===== src/rtl/sad_pkg.sv =====
// Shared types and widths for the SAD pipeline's final stage.
// Holds the tracker state encoding plus default index/partial/sum widths.
package sad_pkg;

  typedef enum logic [1:0] {
    IDLE   = 2'd0,
    SEARCH = 2'd1,
    DRAIN  = 2'd2,
    DONE   = 2'd3
  } sad_state_e;

  localparam int IDX_W  = 16;
  localparam int PART_W = 14;
  localparam int SAD_W  = PART_W + 1;

  localparam logic [SAD_W-1:0] SAD_MAX = {SAD_W{1'b1}};

endpackage


===== src/rtl/sad_final_add.sv =====
// Final SAD adder: registers partial1 + partial2 with index and valid alongside.
// Latency 1 cycle; no backpressure, one candidate accepted every cycle.
// The sum is one bit wider than the partials, so it cannot overflow.
module sad_final_add #(
  parameter int IDX_W  = 16,
  parameter int PART_W = 14
) (
  input  logic              clk,
  input  logic              rst_n,
  input  logic              in_vld,
  input  logic [IDX_W-1:0]  in_idx,
  input  logic [PART_W-1:0] in1,
  input  logic [PART_W-1:0] in2,
  output logic              vld_a,
  output logic [IDX_W-1:0]  idx_a,
  output logic [PART_W:0]   sum_a
);

  always_ff @(posedge clk or negedge rst_n) begin
    if (!rst_n) begin
      vld_a <= 1'b0;
      idx_a <= '0;
      sum_a <= '0;
    end else begin
      vld_a <= in_vld;
      idx_a <= in_idx;
      sum_a <= {1'b0, in1} + {1'b0, in2};
    end
  end

endmodule


===== src/rtl/sad_boss_tracker.sv =====
// Minimum-SAD tracker over a window of num_cand candidates; reports the best match.
// Latency: done is high 3 cycles after the last candidate; no backpressure, extras dropped.
// Outputs are registered and hold until the next window completes.
module sad_boss_tracker #(
  parameter int IDX_W  = 16,
  parameter int PART_W = 14,
  parameter int CNT_W  = 16
) (
  input  logic              clk,
  input  logic              rst_n,
  input  logic              start,
  input  logic [CNT_W-1:0]  num_cand,
  input  logic [IDX_W-1:0]  SAD5_Index,
  input  logic              SAD5_TriggerBoss,
  input  logic [PART_W-1:0] SAD5_input1,
  input  logic [PART_W-1:0] SAD5_input2,
  output logic              busy,
  output logic              done,
  output logic [IDX_W-1:0]  best_index,
  output logic [PART_W:0]   best_sad,
  output logic              found
);

  import sad_pkg::*;

  localparam int SAD_W = PART_W + 1;

  localparam logic [1:0] ST_IDLE   = IDLE;
  localparam logic [1:0] ST_SEARCH = SEARCH;
  localparam logic [1:0] ST_DRAIN  = DRAIN;
  localparam logic [1:0] ST_DONE   = DONE;

  logic [1:0]       state;
  logic [CNT_W-1:0] remaining;
  logic             accept;
  logic             start_ok;

  logic             vld_a;
  logic [IDX_W-1:0] idx_a;
  logic [SAD_W-1:0] sum_a;

  logic [SAD_W-1:0] min_sad;
  logic [IDX_W-1:0] min_idx;
  logic             found_r;

  assign accept   = SAD5_TriggerBoss && (state == ST_SEARCH) && (remaining != '0);
  assign start_ok = start && (state == ST_IDLE);
  assign busy     = (state == ST_SEARCH) || (state == ST_DRAIN);

  sad_final_add #(
    .IDX_W  (IDX_W),
    .PART_W (PART_W)
  ) u_final_add (
    .clk    (clk),
    .rst_n  (rst_n),
    .in_vld (accept),
    .in_idx (SAD5_Index),
    .in1    (SAD5_input1),
    .in2    (SAD5_input2),
    .vld_a  (vld_a),
    .idx_a  (idx_a),
    .sum_a  (sum_a)
  );

  always_ff @(posedge clk or negedge rst_n) begin
    if (!rst_n) begin
      state      <= ST_IDLE;
      remaining  <= '0;
      done       <= 1'b0;
      best_index <= '0;
      best_sad   <= '0;
      found      <= 1'b0;
    end else begin
      done <= 1'b0;
      case (state)
        ST_IDLE: begin
          if (start) begin
            remaining <= num_cand;
            state     <= (num_cand == '0) ? ST_DONE : ST_SEARCH;
          end
        end
        ST_SEARCH: begin
          if (accept) begin
            remaining <= remaining - CNT_W'(1);
            if (remaining == CNT_W'(1)) state <= ST_DRAIN;
          end
        end
        // Stage B absorbs the final stage-A entry during this cycle.
        ST_DRAIN: state <= ST_DONE;
        ST_DONE: begin
          done       <= 1'b1;
          best_index <= min_idx;
          best_sad   <= min_sad;
          found      <= found_r;
          state      <= ST_IDLE;
        end
        default: state <= ST_IDLE;
      endcase
    end
  end

  // Strict less-than keeps the earliest candidate on a tie.
  always_ff @(posedge clk or negedge rst_n) begin
    if (!rst_n) begin
      min_sad <= {SAD_W{1'b1}};
      min_idx <= '0;
      found_r <= 1'b0;
    end else if (start_ok) begin
      min_sad <= {SAD_W{1'b1}};
      min_idx <= '0;
      found_r <= 1'b0;
    end else if (vld_a) begin
      found_r <= 1'b1;
      if (!found_r || (sum_a < min_sad)) begin
        min_sad <= sum_a;
        min_idx <= idx_a;
      end
    end
  end

endmodule

===== config.mk =====
export PLATFORM = sky130hd
export DESIGN_NAME = sad_boss_tracker
export DESIGN_NICKNAME = d
export VERILOG_FILES = /design/src/rtl/sad_pkg.sv /design/src/rtl/sad_final_add.sv /design/src/rtl/sad_boss_tracker.sv
export SDC_FILE = /design/constraint.sdc
export NUM_CORES = 1
export LEC_CHECK = 0
export ABC_AREA = 1
export BUFFER_PORTS_ARGS = -buffer_cell sky130_fd_sc_hd__buf_2
export CAP_MARGIN = 20
export CORE_ASPECT_RATIO = 0.6
export CORE_UTILIZATION = 35
export CTS_CLUSTER_DIAMETER = 60
export CTS_CLUSTER_SIZE = 12
export DETAILED_ROUTE_END_ITERATION = 8
export GPL_TIMING_DRIVEN = 0
export PLACE_DENSITY = 0.62
export SLEW_MARGIN = 20
export SYNTH_ARGS = -nofsm -noshare
export SYNTH_HDL_FRONTEND = slang
export SYNTH_SLANG_ARGS = --single-unit

===== constraint.sdc =====
create_clock -name clk -period 2.3 [get_ports clk]
set_clock_uncertainty 0.05 [all_clocks]
set_input_delay 0.345 -clock clk [delete_from_list [all_inputs] [get_ports clk]]
set_output_delay 0.345 -clock clk [all_outputs]
set_load 0.005 [all_outputs]

# --- Yosys cells after proc, flatten, opt, wreduce, memory -nomap -nowiden ---
# Cells that the tools add are included.
word_totals:
  regBits: 115
  inputBits: 64
  output_inout_bits: 34
  wordCells: 54
classes:
  add_sub_neg: 2
  n_lt_le_gt_ge: 1
  n_eq_ne: 7
  n_mux: 17
  reduce_logical: 15
op_table:
  columns: ["cell", "count"]
  rows:
  - ["$mux 16", 5]
  - ["$mux 15", 3]
  - ["$pmux 16 s2", 1]
  - ["$eq 16x1->1 const B", 1]
  - ["$logic_not 16->1", 1]
  - ["$reduce_bool 16->1", 1]
  - ["$sub 16x1->16 const B", 1]
  - ["$add 14x14->15", 1]
  - ["$lt 15x15->1", 1]
  - ["$mux 2", 4]
  - ["$pmux 2 s4", 1]
  - ["$reduce_and 3->1", 2]
  - ["$reduce_bool 2->1", 3]
  - ["$eq 2x2->1 const B", 2]
  - ["$ne 2x1->1 const B", 2]
  - ["$logic_and 1x1->1", 3]
  - ["$mux 1", 3]
  - ["$eq 2x1->1 const B", 1]
  - ["$logic_not 2->1", 1]
  - ["$logic_or 1x1->1", 2]
  - ["$ne 2x2->1 const B", 1]
  - ["$reduce_and 2->1", 1]
  - ["$logic_not 1->1", 1]

# --- Longest topological paths before layout ---
depth:
  word_depth: 5
  depth_mapped: 15
  ltp_nobuf: 14

# --- By module ---
# Synthesis repeated with hierarchy kept, for this count alone.
unflattened:
  hier_cells: 762
  hier_area_um2: 6135.9
modules_own_cells:
  columns: ["module", "n_inst", "cells_each", "area_per_inst_um2", "seq_area_each_um2"]
  rows:
  - ["sad_boss_tracker", 1, 586, 4551.9, 2095.8]
  - ["sad_final_add", 1, 176, 1584.0, 800.8]

# --- Worst setup path after synthesis ---
# No wires, ideal clock.
synth_timing:
  kind: "register -> register"
  from: "reg min_sad[6]"
  to: "reg min_idx[0]"
  setup_time_ns: 0.117
  arrival_ns: 1.653
  required_time_ns: 2.133
  setup_slack_ns: 0.481
  stages_incl_launch_ff: 14
  path_buffers: 1
  period_less_slack_ns: 1.819
  path_cell_list: "dfstp_2 > inv_1 > ha_1 > nand2_1 > inv_1 > a21oi_1 > nand2_1 > nand2_1 > nand2_1 > nand2_1 > nand2_1 > buf_4 > nand2_1 > nand2_1"
synth_via:
  elab_chain_len: 4
synth_lines:
  columns: ["item", "line_no", "source"]
  rows:
  - ["start, declared", "sad_boss_tracker.sv:42", "logic [SAD_W-1:0] min_sad;"]
  - ["start signal, assigned", "sad_boss_tracker.sv:105", "min_sad <= {SAD_W{1'b1}};"]
  - ["start signal, assigned", "sad_boss_tracker.sv:109", "min_sad <= {SAD_W{1'b1}};"]
  - ["start signal, assigned", "sad_boss_tracker.sv:115", "min_sad <= sum_a;"]
  - ["$lt 15x15->1", "sad_boss_tracker.sv:114", "if (!found_r || (sum_a < min_sad)) begin"]
  - ["$logic_or 1x1->1", "sad_boss_tracker.sv:114", null]
  - ["$reduce_bool 2->1 (no line)", null, null]
  - ["$reduce_and 2->1 (no line)", null, null]
  - ["end signal, assigned", "sad_boss_tracker.sv:116", "min_idx <= idx_a;"]
  - ["end, declared", "sad_boss_tracker.sv:43", "logic [IDX_W-1:0] min_idx;"]
# No other way between the ends.
# A chain may end at the register's enable or synchronous reset.

# --- Worst setup path in the final report ---
layout_timing:
  from: "reg min_sad[5]"
  to: "reg min_sad[9]"
layout_via:
  elab_chain_len: 4
layout_lines:
  columns: ["item", "line_no"]
  rows:
  - ["$lt 15x15->1", "sad_boss_tracker.sv:114"]
  - ["$logic_or 1x1->1", "sad_boss_tracker.sv:114"]
  - ["$reduce_bool 2->1 (no line)", null]
  - ["$reduce_and 2->1 (no line)", null]
# No other way between the ends.

==> summary.txt <==
Logic synthesis
  • Number of synthesized flops with an enable pin: 0
  • Asr flop ratio synth: 100%
  • Syn avg cell area: roughly 8.3 µm²
  • Synthesis-stage register bit count: about 120
  • Top-count cell post-synth: nand2_1
  • Most frequent cells after synthesis: 216 x nand2_1, 100 x dfrtp_1, 84 x nor2_1
  • Synth area leader: dfrtp_1
  • Post-synthesis cell type count: 35
  • Mapped Area: about 0.0060 mm²
  • Syn_nets: 821
  • Register area share after synthesis: 48.2%
  • Warnings from Yosys: 0
  • Main area contributors after synthesis: dfrtp_1 42%, nand2_1 13%, ha_1 7.3%
  • Mapped Cells: between 700 and 800
  • Synth top area share: a little over two fifths
  • Top FF cell, synth: dfrtp_1

Worst setup path
  • Kind of critical path: reg2reg
  • Arrival @ worst endpoint: 2.40 ns
  • CP Capture Type: flip-flop
  • Reg2reg start: min_sad[5]
  • Worst R2R Path Depth: 12
  • Reg-to-Reg End: min_sad[9]
  • R2R Setup Slk: ~0.21 ns
  • Worst-path fanout max: 10
  • Required @ worst endpoint: between 2 and 3 ns
  • Critical Path Start Type: flip-flop

Placed design
  • Placed cell areas: 0.00682 mm²
  • Post-DP HPWL: between 10000 and 15000 µm
  • Routability cong.: between 0.8 and 0.9
  • Dpl cells: 1047
  • Place WS: 0.232 ns
  • Port bufs: 97

Die
  • Die Y: 104 µm
  • Io pins: 98
  • Die ar.: around 0.018 mm²
  • Row count: 36
  • Width of the die: 171 µm
  • Initial Utilization: a little over a third
  • Core area: 0.0165 mm²

Worst hold path
  • Worst min path class: in2reg
  • Hold Path Depth: 2
  • Hold Path Sink: u_final_add.sum_a[0]
  • Worst hold start: SAD5_input2[0]

Clocking
  • Setup Fix Bufs, Post-CTS: 0
  • CTS Buffer Depth: 2
  • Clock Latency Late Sink: between 0.4 and 0.5 ns
  • H-tree Lvls: 4
  • # clock sinks: roughly 120
  • CTS tree: yes
  • Root Driver: clkbuf_16
  • Clk pin slew, worst setup/hold paths: about 0.06 ns
  • Cts bufs inserted: 17

Drt
  • Via/cell ratio: 4.51
  • Antenna-violating nets left: 0
  • Initial DRC Count: around 340
  • First-pass DRT Iterations: 5
  • Final wirelength: approximately 15000 µm
  • WL/cell: 13.6 µm
  • Via count: 4941
  • Drt drc: 0

Cells and area
  • Layout area overhead: 26.5%
  • N_diodes: 0
  • Post-route cell area: about 0.0076 mm²
  • Fillcell total: 1661
  • Finished Layout Cells: 1096
  • Share of cells above drive strength 1: 23.5%
  • Total Nets Final: around 960

Global routing
  • Largest net degree at the start of global routing: 70
  • Number of global-route vias before repair: between 4000 and 5000
  • Overflow after GRT: 0
  • All-Layer GR Usage: 18.4%
  • Initial antenna violation count: 0
  • Global-route wire length before repair: about 25000 µm

STA
  • Setup ws final: between 0.2 and 0.25 ns
  • Headroom to the max-slew limit: about three fifths
  • Setup violations, final: 0
  • Transition time at the pin with the least slew margin: approximately 0.6 ns
  • Final min period: 2.09 ns
  • RSZ-0062 raised after global routing: no
  • Slew Viols, Final: 0
  • Final Hold Fails: 0
  • Final TNS setup: 0 ns
  • Top achievable clock speed: between 0.4 and 0.5 GHz
  • Period utilization: between 90% and 100%

Pwr
  • Power, Total: 10000 µW
  • Pwr Density: about 1300 mW/mm²
  • Peak VDD IR: 0.000687 V
  • Leakage power: approximately 0.004 µW

Run
  • Max-cap violations: 0

Status
  • Status: finished, final reports clean
[sequential cells by signal, summed over array words and instances (netlist names), 2 cells and up]
signal	count
remaining	16
min_idx	16
state	2
best_index	16
u_final_add.idx_a	16
best_sad	15
u_final_add.sum_a	15
min_sad	15
[stage by stage]
step	util, %	hold slack, ns
after global routing	46.0	0.114
final	46.0	0.126
after floorplan	-	-0.000591
after global placement	41.0	0.402
after CTS	46.0	0.121
after detailed placement	41.3	0.261
[power by group]
| part | internal [µW] | switching (µW) | total [µW] |
|---|---|---|---|
| Sequential | 2900 | 477 | 3370 |
| Clock | 1710 | 1010 | 2720 |
| Combinational | 1560 | 2390 | 3950 |
| Total | 6170 | 3880 | 10000 |
[cells in the final DEF (no fill, tap or decap), types with 4 or more instances in the layout]
cell type / instances
a21oi_1: 34
xor2_1: 9
nor2_1: 84
clkinvlp_4: 4
dfrtp_1: 100
nand3_1: 62
o21ai_0: 18
nand2_2: 4
nand2_1: 214
inv_1: 62
buf_2: 99
dlygate4sd3_1: 17
mux2_2: 17
clkbuf_1: 12
or2_2: 16
ha_1: 35
dfstp_2: 15
xnor2_1: 5
buf_6: 4
clkbuf_16: 17
[repair_timing]
item	4_1_cts	5_1_grt
resized for setup	0	5
endpoints found under the setup margin	0	30
hold buffers	17	0
endpoints found under the hold margin	62	0
[logic make-up after synthesis]
family	count (synthesis)	synth area share [%]
AND/OR/NAND/NOR	391	27.5
flip-flops	115	48.2
buffers and inverters	87	6.01
AO/OA/AOI/OAI	60	5.37
adder cells (fa/ha/maj)	36	7.61
multiplexers	18	3.35
XOR/XNOR	14	2.04
[worst max path at each step]
stage                         to         from  slack (ns)  cells past startpoint
global route          min_idx[4]  min_sad[14]        0.02                     13
finish                min_sad[9]   min_sad[5]        0.21                     12
detailed placement   min_idx[10]   min_sad[5]        0.23                     13
floorplan             min_idx[0]   min_sad[6]        0.48                     13
global placement    best_sad[11]        rst_n       -0.65                      1
CTS                   min_idx[4]   min_sad[5]        0.17                     13
[cell type report]
class                           count  area, µm²  share of cell area (%)
Timing Repair Buffer              115        689                    9.06
Multi-Input combinational cell    519       2760                    36.3
Buffer                             22        124                    1.63
Clock buffer                       18        429                    5.64
Inverter                           65        246                    3.24
Clock inverter                     14        178                    2.33
Sequential cell                   115       2900                    38.1
Tap cell                          228        285                    3.75
[metal layers]
metal	global-route usage (%)	wire (µm)	part of all wire, %	vias to the layer above
met5	0	0	0	-
met4	5.93	155	1.0	0
met3	4.36	679	4.6	14
met2	23.8	5700	38	101
met1	29.1	8320	56	2261
li1	-	-	-	2565
[critical path: stages, from the launching register on]
cell and delay (ns):
dfstp_2 0.53, inv_1 0.07, ha_1 0.28, nand2_1 0.10
inv_1 0.05, a21oi_1 0.13, nand2_1 0.09, nand2_1 0.06
nand2_1 0.09, nand2_2 0.12, buf_2 0.25, nand3_1 0.11
nand2_1 0.10
Power figures use the tool's default switching activity.
